===== config.mk =====
export PLATFORM = sky130hd
export DESIGN_NAME = read_return_ctrl
export DESIGN_NICKNAME = d
export VERILOG_FILES = /design/src/rtl/ddr_pkg.sv /design/src/rtl/rl_delay_line.sv /design/src/rtl/read_return_ctrl.sv
export SDC_FILE = /design/constraint.sdc
export NUM_CORES = 1
export LEC_CHECK = 0
export ABC_AREA = 1
export CAP_MARGIN = 20
export CORE_AREA = 4 4 153 155
export DETAILED_ROUTE_END_ITERATION = 10
export DIE_AREA = 0 0 157 159
export SETUP_SLACK_MARGIN = 0.5
export SLEW_MARGIN = 20
export SYNTH_ARGS = -nofsm -noshare
export SYNTH_HDL_FRONTEND = slang
export SYNTH_SLANG_ARGS = --single-unit

===== constraint.sdc =====
create_clock -name clk -period 6.3 [get_ports clk]
set_input_delay 0.945 -clock clk [delete_from_list [all_inputs] [get_ports clk]]
set_output_delay 0.945 -clock clk [all_outputs]
set_load 0.01 [all_outputs]

===== src/rtl/ddr_pkg.sv =====
// Shared DDR read-path constants and types.
package ddr_pkg;

  localparam int DATA_SIZE = 64;
  localparam int TID_SIZE  = 2;
  localparam int BURST_LEN = 4;
  // A RAW burst needs this many tail stages of the delay line empty so it can finish before DRAM data lands.
  localparam int RAW_GUARD = 5;

  typedef logic [TID_SIZE-1:0]  tid_t;
  typedef logic [DATA_SIZE-1:0] beat_t;

endpackage


===== src/rtl/rl_delay_line.sv =====
// Read-latency pipeline: carries valid+tid of each issued DRAM read for RL cycles, exposing per-stage occupancy.
module rl_delay_line import ddr_pkg::*; #(
  parameter int TID_SIZE = ddr_pkg::TID_SIZE,
  parameter int RL       = 8
) (
  input  logic                clk,
  input  logic                n_rst,
  input  logic                vld_i,
  input  logic [TID_SIZE-1:0] tid_i,
  output logic [RL-1:0]       stage_vld_o,
  output logic [TID_SIZE-1:0] tid_o
);

  logic [RL-1:0]       vld_q;
  logic [TID_SIZE-1:0] tid_q [RL];

  always_ff @(posedge clk or negedge n_rst) begin
    if (!n_rst) begin
      vld_q <= '0;
      for (int i = 0; i < RL; i++) tid_q[i] <= '0;
    end else begin
      vld_q    <= {vld_q[RL-2:0], vld_i};
      tid_q[0] <= tid_i;
      for (int i = 1; i < RL; i++) tid_q[i] <= tid_q[i-1];
    end
  end

  assign stage_vld_o = vld_q;
  assign tid_o       = tid_q[RL-1];

endmodule


===== src/rtl/read_return_ctrl.sv =====
// Read-return controller: merges DRAM read bursts and write-buffer forwarded bursts onto one beat port.
// Forwarding path is built only when RAW_FWD_EN is defined.
//   state      | meaning
//   IDLE       | no beat on the output
//   DRAM_BURST | output carries DRAM beat beat_q
//   RAW_BURST  | output carries forwarded beat beat_q
module read_return_ctrl import ddr_pkg::*; #(
  parameter int DATA_SIZE = ddr_pkg::DATA_SIZE,
  parameter int TID_SIZE  = ddr_pkg::TID_SIZE,
  parameter int DEPTH     = 4,
  parameter int RL        = 8
) (
  input  logic                           clk,
  input  logic                           n_rst,
  input  logic                           rd_issue,
  input  logic [TID_SIZE-1:0]            rd_tid,
  input  logic                           raw_hit,
  input  logic [BURST_LEN*DATA_SIZE-1:0] raw_data,
  input  logic [DATA_SIZE-1:0]           dq_in,
  output logic [DATA_SIZE-1:0]           mux_data,
  output logic                           strobe,
  output logic                           raw_strobe,
  output logic [TID_SIZE-1:0]            tid_pop,
  output logic                           full,
  output logic                           err
);

  localparam logic [1:0] IDLE       = 2'd0;
  localparam logic [1:0] DRAM_BURST = 2'd1;
  localparam logic [1:0] RAW_BURST  = 2'd2;
  localparam logic [1:0] LAST_BEAT  = 2'(BURST_LEN - 1);
  localparam logic [1:0] PEN_BEAT   = 2'(BURST_LEN - 2);
  localparam int         CW         = $clog2(DEPTH + 1);

  logic [1:0]          state_q, state_d, beat_q, beat_d;
  logic [DATA_SIZE-1:0] mux_q, mux_d;
  logic                strobe_q, strobe_d, raw_strobe_q, raw_strobe_d;
  logic [TID_SIZE-1:0] tid_q, tid_d;
  logic [CW-1:0]       out_q, out_d;
  logic                full_q, err_q;

  logic [RL-1:0]       stage_vld;
  logic [TID_SIZE-1:0] stage_tid;
  logic                dram_push, raw_push, drop, raw_start;
  logic                emerge, busy_dram, busy_raw, dram_start, discard, last_beat, hold_free, tail_busy;
  logic                hold_v_q;
  logic [TID_SIZE-1:0] hold_tid_q;
  logic [BURST_LEN*DATA_SIZE-1:0] hold_data_q;
  logic                unused_stages;

  rl_delay_line #(.TID_SIZE(TID_SIZE), .RL(RL)) u_rl_delay_line (
    .clk         (clk),
    .n_rst       (n_rst),
    .vld_i       (dram_push),
    .tid_i       (rd_tid),
    .stage_vld_o (stage_vld),
    .tid_o       (stage_tid)
  );

  assign unused_stages = ^stage_vld;
  assign tail_busy     = |stage_vld[RL-1 -: RAW_GUARD];
  assign emerge        = stage_vld[RL-1];
  assign busy_dram     = (state_q == DRAM_BURST) && (beat_q != LAST_BEAT);
  assign busy_raw      = (state_q == RAW_BURST) && (beat_q != LAST_BEAT);
  assign dram_start    = emerge & ~busy_dram;
  assign discard       = emerge & busy_dram;
  assign last_beat     = (busy_dram | busy_raw) && (beat_q == PEN_BEAT);
  assign hold_free     = busy_raw && (beat_q == PEN_BEAT);

`ifdef RAW_FWD_EN
  // rd_issue together with raw_hit is served from the write buffer, never from DRAM.
  assign raw_push  = raw_hit & ~full_q & ~hold_v_q;
  assign dram_push = rd_issue & ~raw_hit & ~full_q;
  assign drop      = (rd_issue | raw_hit) & ~(raw_push | dram_push);
  assign raw_start = hold_v_q && (state_q == IDLE) && !tail_busy;

  always_ff @(posedge clk or negedge n_rst) begin
    if (!n_rst) begin
      hold_v_q    <= 1'b0;
      hold_tid_q  <= '0;
      hold_data_q <= '0;
    end else if (raw_push) begin
      hold_v_q    <= 1'b1;
      hold_tid_q  <= rd_tid;
      hold_data_q <= raw_data;
    end else if (hold_free) begin
      hold_v_q    <= 1'b0;
    end
  end
`else
  logic unused_raw;
  assign unused_raw  = ^{raw_hit, raw_data, hold_free, tail_busy};
  assign raw_push    = 1'b0;
  assign dram_push   = rd_issue & ~full_q;
  assign drop        = rd_issue & full_q;
  assign raw_start   = 1'b0;
  assign hold_v_q    = 1'b0;
  assign hold_tid_q  = '0;
  assign hold_data_q = '0;
`endif

  always_comb begin
    state_d      = IDLE;
    beat_d       = '0;
    mux_d        = '0;
    strobe_d     = 1'b0;
    raw_strobe_d = 1'b0;
    tid_d        = '0;
    if (busy_dram) begin
      state_d  = DRAM_BURST;
      beat_d   = beat_q + 2'd1;
      mux_d    = dq_in;
      strobe_d = 1'b1;
      tid_d    = tid_q;
    end else if (dram_start) begin
      state_d  = DRAM_BURST;
      mux_d    = dq_in;
      strobe_d = 1'b1;
      tid_d    = stage_tid;
    end else if (busy_raw) begin
      state_d      = RAW_BURST;
      beat_d       = beat_q + 2'd1;
      mux_d        = hold_data_q[int'(beat_d)*DATA_SIZE +: DATA_SIZE];
      raw_strobe_d = 1'b1;
      tid_d        = tid_q;
    end else if (raw_start) begin
      state_d      = RAW_BURST;
      mux_d        = hold_data_q[DATA_SIZE-1:0];
      raw_strobe_d = 1'b1;
      tid_d        = hold_tid_q;
    end
  end

  // A discarded delay-line entry retires just like a completed burst.
  assign out_d = out_q + CW'(dram_push | raw_push) - CW'(last_beat) - CW'(discard);

  always_ff @(posedge clk or negedge n_rst) begin
    if (!n_rst) begin
      state_q      <= IDLE;
      beat_q       <= '0;
      mux_q        <= '0;
      strobe_q     <= 1'b0;
      raw_strobe_q <= 1'b0;
      tid_q        <= '0;
      out_q        <= '0;
      full_q       <= 1'b0;
      err_q        <= 1'b0;
    end else begin
      state_q      <= state_d;
      beat_q       <= beat_d;
      mux_q        <= mux_d;
      strobe_q     <= strobe_d;
      raw_strobe_q <= raw_strobe_d;
      tid_q        <= tid_d;
      out_q        <= out_d;
      full_q       <= (out_d == CW'(DEPTH));
      err_q        <= drop | discard;
    end
  end

  assign mux_data   = mux_q;
  assign strobe     = strobe_q;
  assign raw_strobe = raw_strobe_q;
  assign tid_pop    = tid_q;
  assign full       = full_q;
  assign err        = err_q;

endmodule


==> reports/results.txt, run 1 <==
Status: finished clean
Drt initial violations: 59
Final Critical Period: 2480 ps
Max VDD drop: 0.137 mV
Slowest library cell on the worst path: fa_1
N_diodes: 0
Post-synth cell types: 16
Worst Hold Class: register to register
Worst Path Required: 6580 ps
Maximum clock insertion buffer count: 2
Non-Filler Instances: 708
Post-Syn Area: 3300 um2
Sequential area share after synthesis: 75.0%
Cell Pwr Density: 386 nW/um2
Hold Path Depth: 0
Nets@finish: 755
RR Endpoint: full
Unrepaired setup endpoints after global routing: false
Arrival @ worst endpoint: 2760 ps
Worst R2R Path Depth: 10
Wire per inst: 11.8 um
Die area: 25000 um2
TritonRoute pass-1 iters: 3
Pins over their slew limit: 0
Reg2reg setup slack: 3820 ps
Final period util: 39.3%
Worst-Skew Late Latency: 350 ps
WS Path Type: register to register
Number of global-route vias before repair: 2274
Vias/cell: 3.12
Total track usage: 6.91%
HPWL after detailed placement: 5930 um
Root buffer cell: clkbuf_16
# hold bufs at CTS: 0
Seq cells post-synth: 99
Final GP Congestion: 0.647
Die width: 157 um
Syn_nets: 611
Critical path endpoint category: register
CP peak stage delay: 460 ps
Setup TNS Final: 0 ps
Port bufs: 138
Crit start category: register
CP max FO: 9
Largest net degree at the start of global routing: 77
Critical path, cell by cell: ha_1 -> inv_1 -> nand3b_4 -> a21boi_0 -> fa_1 -> inv_1 -> ha_1 -> ha_1 -> or2_2 -> nor2_1
Vias post-DR: 2206
Clk sinks: 99
Worst Max-Slew Pin Slew: 945 ps
Setup Fix Bufs, Post-CTS: 0
Warnings from Yosys: 0
Leak: 2.52 nW
DP Cell Count: 692
CORE AREA: 21800 um2
Max cap viols: 0
Post-Syn Instances: 279
Mean area per synthesized cell: 11.8 um2
DRC: 0
IO Count: 396
Slew HR: 37.0%
Grt ovf: 0
Fmax: 404 MHz
Most common cell after layout, fill and taps aside: clkdlybuf4s50_1
Final number of setup-violating endpoints: 0
Critical path's most frequent cell: ha_1
Starting Density: 15.1%
Commonest non-fill, non-tap cells in the layout: clkdlybuf4s50_1 (137), dfrtp_1 (99), inv_1 (76)
CTS clk-pin slew, worst paths: 70 ps
TritonCTS clock tree: built
Routed WL: 8330 um
Hold wc startpoint: u_rl_delay_line.stage_vld_o[4]
FF-to-FF Start: beat_q[0]
Die height: 159 um
Resize count post-CTS: 0
Post-DRT Antenna Nets: 0
Num CTS Buffers: 9
Setup Skew: 4.26 ps
Row count: 54
CTS H-tree lvls: 3
Final Hold Viols: 0
Initial antenna violation count: 2
Hold Path Sink: u_rl_delay_line.stage_vld_o[5]
Share of cells above drive strength 1: 5.14%
Layout Area Growth over Synthesis: 60.2%
First-pass GRT wire length: 13000 um
FILL cells: 2318
-- worst max-delay path: cells and delay by family, from the launching register on --
family	cells	cell delay, ps
DFF	1	400
and+or+nand+nor	3	550
adders and majority gates	4	1060
AOI/OAI and AO/OA	1	270
buffers and inverters	2	150
-- area by class of cell --
type                    instances  area, um2  area share (%)
inverters                      77        292            5.51
clock buffers                   9        225            4.26
flip-flops and latches         99       2480            46.8
multi-input cells              97        465            8.80
repair buffers                139       1390            26.2
well taps                     280        350            6.62
clock inverters                 7       93.8            1.77
-- flip-flops by register name, indices dropped and copies added (netlist names) --
signal / count
raw_strobe: 1
out_q: 3
mux_data: 64
err: 1
u_rl_delay_line.tid_q: 14
u_rl_delay_line.stage_vld_o: 8
beat_q: 2
full: 1
tid_pop: 2
state_q: 1
u_rl_delay_line.tid_o: 2
-- per-stage QoR --
stage	utilization [%]	setup slack [ps]	area (um2)	total power, mW	hold WS [ps]
5_1_grt	24.2	3630	5290	2.19	357
2_1_floorplan	-	3980	3300	1.13	331
3_3_place_gp	22.8	3830	4970	1.47	332
4_1_cts	24.2	3800	5290	2.10	354
3_5_place_dp	22.8	3810	4970	1.48	335
6_report	24.2	3820	5290	2.04	352
-- worst max-delay path by stage --
stage / cells past startpoint / start / to
after floorplan: 10 / beat_q[0] / full
after global placement: 10 / beat_q[0] / full
after detailed placement: 10 / beat_q[0] / full
after CTS: 10 / beat_q[0] / full
after global routing: 10 / beat_q[0] / full
final: 10 / beat_q[0] / full
-- synth_stat cells, drive strengths merged --
cell    instances  share of area, %
dfrtp          99                75
inv            77               8.8
nor2           68               7.7
nand2          13               1.7
buf             6               2.0
ha              5               1.9
nand3           3              0.45
a21oi           2              0.30
nand3b          2              0.83
a21boi          1              0.23
fa              1              0.61
o21ai           1              0.15
or2             1              0.19
-- kinds of logic (layout without fill, tap and decap cells) --
logic type	count (synthesis)	count (layout)	share of synthesized area, %
buffers and inverters	83	232	10.9
AOI/OAI and AO/OA	4	4	0.682
and+or+nand+nor	87	87	10.9
adders and majority gates	6	6	2.50
DFF	99	99	75.0
-- power by group --
| group | leakage (nW) | internal (mW) | switching, mW |
|---|---|---|---|
| clock network | 0.153 | 0.320 | 0.275 |
| logic | 1.18 | 0.313 | 0.301 |
| registers | 1.19 | 0.781 | 0.0503 |
-- per-layer routing --
metal / track usage [%] / wire length, um / vias up
li1: - / - / 1065
met1: 7.85 / 3370 / 1036
met2: 10.4 / 3780 / 84
met3: 4.16 / 990 / 17
met4: 2.96 / 161 / 4
met5: 0 / 21 / -
Power figures use the tool's default switching activity.
==> run 2, diff against run 1 <==
CORE_AREA = 4 4 150 152   (was 4 4 153 155)
DIE_AREA = 0 0 154 156   (was 0 0 157 159)
clock period = 2.37 ns   (was 6.3 ns; I/O delays follow)
==> reports/results.txt, run 2 (synthesis results as in run 1) <==
Status: finished clean
Final number of setup-violating endpoints: 0 (unchanged)
Cell Pwr Density: 1050 nW/um2 (+170%)
Drt initial violations: 74 (+25%)
TritonCTS clock tree: built
Die width: 154 um (-1.9%)
Clk pwr share: 27.4% (-1.8 points)
Worst-Skew Late Latency: 350 ps (about the same)
Max VDD drop: 0.382 mV (+180%)
FF-to-FF Start: beat_q[0]
Final period util: 91.2% (+52 points)
Post-DP Area: 5050 um2 (+1.6%)
Worst Path Required: 2660 ps (-3920 ps)
Gate power share: 33.6% (+3.5 points)
Number of global-route vias before repair: 2335 (+2.7%)
Final Critical Period: 2160 ps (-313 ps)
First-pass GRT wire length: 12600 um (-2.9%)
Commonest non-fill, non-tap cells in the layout: clkdlybuf4s50_1 (137), dfrtp_1 (99), inv_1 (71)
Die area: 24000 um2 (-3.8%)
Leak: 2.57 nW (+1.6%)
Max cap viols: 0 (unchanged)
Max reg flops: 64 (unchanged)
CORE AREA: 21000 um2 (-3.7%)
CP max FO: 3 (-6)
WS Path Type: register to register
HPWL after detailed placement: 5770 um (-2.7%)
Vias post-DR: 2209 (+0.14%)
Total power: 5.68 mW (+180%)
Wire per inst: 11.3 um (-4.3%)
Int Power: 3.95 mW (+180%)
Layout Area Growth over Synthesis: 64.3%
Vias/cell: 3.11 (-0.29%)
Num CTS Buffers: 9 (unchanged)
Pins over their slew limit: 0 (unchanged)
Clk sinks: 99 (unchanged)
Worst Max-Slew Pin Slew: 680 ps (-265 ps)
Crit start category: register
Fmax: 462 MHz (+14%)
Share of cells above drive strength 1: 10.1% (+5.0 points)
Largest net degree at the start of global routing: 52 (-32%)
Critical path's most frequent cell: ha_4
RR Endpoint: full
CTS clk-pin slew, worst paths: 80 ps (about the same)
Slew HR: 54.7% (+18 points)
Maximum clock insertion buffer count: 2 (unchanged)
Most common cell after layout, fill and taps aside: clkdlybuf4s50_1
WP buf/inv: 2 (unchanged)
Worst R2R Path Depth: 10 (unchanged)
P_sw: 1.73 mW (+180%)
TritonRoute pass-1 iters: 4 (+1)
Reg2reg setup slack: 210 ps (-3620 ps)
Row count: 53 (-1.9%)
N_diodes: 0 (unchanged)
Final Hold Viols: 0 (unchanged)
Total track usage: 6.92% (+0.012 points)
Post-route cell area: 5420 um2 (+2.5%)
Arrival @ worst endpoint: 2450 ps (-310 ps)
Final GP Congestion: 0.666 (+2.9%)
Root buffer cell: clkbuf_16
Post-DRT Antenna Nets: 0 (unchanged)
Setup Skew: 8.45 ps (+4.19 ps)
Slowest library cell on the worst path: fa_2
Die height: 156 um (-1.9%)
Grt ovf: 0 (unchanged)
Port bufs: 138 (unchanged)
Switching share of power: 30.5% (-0.21 points)
CP peak stage delay: 450 ps (about the same)
Routed WL: 8000 um (-3.9%)
Seq pwr share: 39.0% (-1.7 points)
# hold bufs at CTS: 0 (unchanged)
Setup TNS Final: 0 ps (unchanged)
IO Count: 396 (unchanged)
Nets@finish: 763 (+1.1%)
DRC: 0 (unchanged)
Starting Density: 15.7% (+0.58 points)
Critical path's top delay family: adder cells
Critical path endpoint category: register
Critical path, cell by cell: ha_4 -> inv_2 -> nand3b_4 -> a21boi_2 -> fa_2 -> inv_2 -> ha_4 -> ha_4 -> or2_4 -> nor2_2
Initial antenna violation count: 0 (-2)
CTS H-tree lvls: 3 (unchanged)
Unrepaired setup endpoints after global routing: true
Worst Hold Class: primary input to asynchronous set/reset pin
## run 2: changes by cell type in the layout (fill, tap and decap cells not counted), moves of 3 or more
cell	delta
inv_2	+5
ha_1	-4
buf_4	+6
inv_1	-5
ha_4	+3
## run 2: worst max-delay path by stage
stage | from | end | slack [ps] | cells past startpoint
2_1_floorplan | beat_q[1] | full | 230 | 10
3_3_place_gp | beat_q[0] | full | 150 | 10
3_5_place_dp | beat_q[0] | full | 130 | 10
4_1_cts | beat_q[0] | full | 190 | 10
5_1_grt | beat_q[0] | full | 100 | 10
6_report | beat_q[0] | full | 210 | 10
## run 2: repair_timing
| item | in CTS | in global routing |
|---|---|---|
| setup endpoints to repair | 4 | 3 |
| pin swaps | 4 | 6 |
| gates resized for setup | 4 | 6 |
| buffers inserted | 3 | 1 |
## run 2: final cells by class
cell class                      instances  area, um2
Clock buffer                           10        229
Timing Repair Buffer                  147       1470
Clock inverter                          6       81.3
Inverter                               77        292
Multi-Input combinational cell         97        529
Fill cell                            2167      15600
Tap cell                              275        344
Sequential cell                        99       2480
## run 2: layer usage
metal  global-route usage (%)  up-vias  routed length, um
met1                     7.13     1041               3000
met2                     11.0       79               3850
met4                     2.52        0                110
met5                        0        -                  0
met3                     4.94        8               1040
li1                         -     1081                  -
## run 2: power groups by stage
stage,sequential [mW],clock [mW],combinational [mW]
floorplan,2.40,0,0.691
global placement,2.23,0,1.79
detailed placement,2.24,0,1.82
CTS,2.21,1.64,1.92
global route,2.26,1.71,2.11
finish,2.22,1.55,1.91
## run 2: stage by stage
| step | utilization [%] | setup WS, ps | instances | hold slack (ps) |
|---|---|---|---|---|
| after floorplan | - | 234 | 279 | 59.9 |
| after global placement | 24.0 | 154 | 691 | 332 |
| after detailed placement | 24.0 | 131 | 691 | 335 |
| after CTS | 25.7 | 189 | 710 | 62.8 |
| after global routing | 25.8 | 99.8 | 711 | 90.4 |
| final | 25.8 | 208 | 711 | 47.3 |
## run 2: worst register-to-register path, stage by stage, from the launching register on
cell and delay (ps):
dfrtp_1 430, ha_4 190, inv_2 60, nand3b_4 80, a21boi_2 180, fa_2 450, inv_2 80, ha_4 130
ha_4 190, or2_4 220, nor2_2 90
==> run 3, diff against run 2 <==
ABC_CLOCK_PERIOD_IN_PS = 2370   (was unset)
CORE_AREA = 4 4 151 153   (was 4 4 150 152)
DIE_AREA = 0 0 155 157   (was 0 0 154 156)
DONT_BUFFER_PORTS = 1   (was unset)
==> reports/results.txt, run 3 (synthesis results as in run 1) <==
Share of cells above drive strength 1: 13.9% (+3.8 points)
Wire per inst: 12.6 um (+12%)
Root buffer cell: clkbuf_16
Vias/cell: 3.06 (-1.6%)
Die area: 24300 um2 (+1.3%)
Clk sinks: 99 (unchanged)
Layout Area Growth over Synthesis: 23.3%
Total power: 5.23 mW (-7.9%)
Max reg flops: 64 (unchanged)
Post-route cell area: 4070 um2 (-25%)
Pins over their slew limit: 0 (unchanged)
Non-Filler Instances: 575 (-19%)
Crit start category: register
Max VDD drop: 0.331 mV (-13%)
DP Cell Count: 555 (-20%)
Die width: 155 um (+0.65%)
Multi-input logic area: 552 um2 (+4.3%)
Post-route setup slack: 175 ps (-32.9 ps)
Worst R2R Path Depth: 11 (+1)
Final GP Congestion: 0.626 (-6.0%)
Setup TNS Final: 0 ps (unchanged)
Starting Density: 15.3% (-0.39 points)
Worst-Skew Late Latency: 350 ps (about the same)
FILL cells: 2336 (+7.8%)
Drt initial violations: 69 (-6.8%)
CTS H-tree lvls: 3 (unchanged)
Vias post-DR: 1758 (-20%)
Number of global-route vias before repair: 1895 (-19%)
Max cap viols: 0 (unchanged)
Post-DRT Antenna Nets: 0 (unchanged)
Final Critical Period: 2200 ps (+32.9 ps)
Leak: 2.03 nW (-21%)
Slew HR: 76.7% (+22 points)
Most common cell after layout, fill and taps aside: dfrtp_1
CTS clk-pin slew, worst paths: 80 ps (about the same)
Setup Skew: 8.74 ps (+0.291 ps)
Arrival @ worst endpoint: 2430 ps (-20 ps)
Min Hold Slack: -302 ps (-349 ps)
Post-DP Area: 3640 um2 (-28%)
Routed WL: 7250 um (-9.4%)
N_diodes: 0 (unchanged)
Final period util: 92.6% (+1.4 points)
Grt ovf: 0 (unchanged)
DRC: 0 (unchanged)
CORE AREA: 21600 um2 (+2.5%)
Storage element area: 2480 um2 (unchanged)
First-pass GRT wire length: 10900 um (-14%)
Largest net degree at the start of global routing: 100 (+92%)
Unrepaired setup endpoints after global routing: true
Maximum clock insertion buffer count: 2 (unchanged)
Initial antenna violation count: 0 (unchanged)
Cell Pwr Density: 1280 nW/um2 (+23%)
TritonRoute pass-1 iters: 2 (-2)
Status: finished, violations left
Final number of setup-violating endpoints: 0 (unchanged)
Fmax: 456 MHz (-1.5%)
TritonCTS clock tree: built
Worst Max-Slew Pin Slew: 350 ps (-330 ps)
Worst Path Required: 2610 ps (-50 ps)
Total track usage: 6.24% (-0.68 points)
Worst Hold Class: primary input to asynchronous set/reset pin
HPWL after detailed placement: 4950 um (-14%)
Row count: 54 (+1.9%)
Final Hold Viols: 99 (+99)
Setup WS pre-CTS: 143 ps (+11.7 ps)
WS Path Type: register to register
Commonest non-fill, non-tap cells in the layout: dfrtp_1 (99), inv_1 (72), nor2_1 (65)
Num CTS Buffers: 9 (unchanged)
IO Count: 396 (unchanged)
Port bufs: 0 (-100%)
CP max FO: 3 (unchanged)
Nets@finish: 622 (-18%)
Failing checks: hold timing
Critical path endpoint category: register
Die height: 157 um (+0.64%)
run 3: where the power goes:
| group | switching [mW] | total, mW | internal, mW |
|---|---|---|---|
| sequential | 0.378 | 2.46 | 2.08 |
| clock | 0.699 | 1.65 | 0.947 |
| combinational | 0.598 | 1.12 | 0.523 |
| total | 1.68 | 5.23 | 3.55 |
run 3: area by class of cell:
| type | instances | share of cell area, % |
|---|---|---|
| flip-flops and latches | 99 | 60.9 |
| multi-input cells | 97 | 13.6 |
| well taps | 280 | 8.61 |
| inverters | 77 | 7.16 |
| clock buffers | 9 | 5.53 |
| clock inverters | 7 | 2.61 |
| repair buffers | 6 | 1.66 |
run 3: metal layers:
layer / routed length, um / track usage (%) / up-vias
li1: - / - / 803
met4: 178 / 3.78 / 0
met3: 782 / 3.85 / 12
met2: 3580 / 9.77 / 80
met1: 2710 / 6.34 / 863
met5: 0 / 0 / -
run 3: repair_timing:
| action | CTS | global route |
|---|---|---|
| gates resized for setup | 6 | 10 |
| endpoints found under the hold margin | 99 | 100 |
| pin swaps | 5 | 7 |
| cloned | 0 | 0 |
| endpoints found under the setup margin | 3 | 4 |
| setup buffers | 3 | 0 |
run 3: worst paths after layout:
kind,startpoint,endpoint,slack (ps)
setup / recovery,beat_q[0],full,170
hold / removal,n_rst,mux_data[1],-300
setup reg to reg,beat_q[0],full,170
hold reg to reg,u_rl_delay_line.tid_q[4],u_rl_delay_line.tid_q[2],350
max in group asynchronous,n_rst,mux_data[31],2510
min in group clk,rd_tid[0],u_rl_delay_line.tid_q[14],30
run 3: critical path: stages, from the launching register on:
cell      delay, ps
dfrtp_1         410
inv_1            60
ha_1            190
a21boi_4        140
fa_2            570
inv_2            40
ha_4            150
ha_4            150
nand2_1         100
nand3b_1        130
nand2_4         110
nor2_4           40
run 3: through the flow:
| stage | utilization, % | hold WS [ps] |
|---|---|---|
| 6_report | 18.9 | -302 |
| 5_1_grt | 18.9 | -331 |
| 4_1_cts | 18.6 | -330 |
| 3_5_place_dp | 16.9 | 62.2 |
| 3_3_place_gp | 16.9 | 62.1 |
| 2_1_floorplan | - | 59.9 |
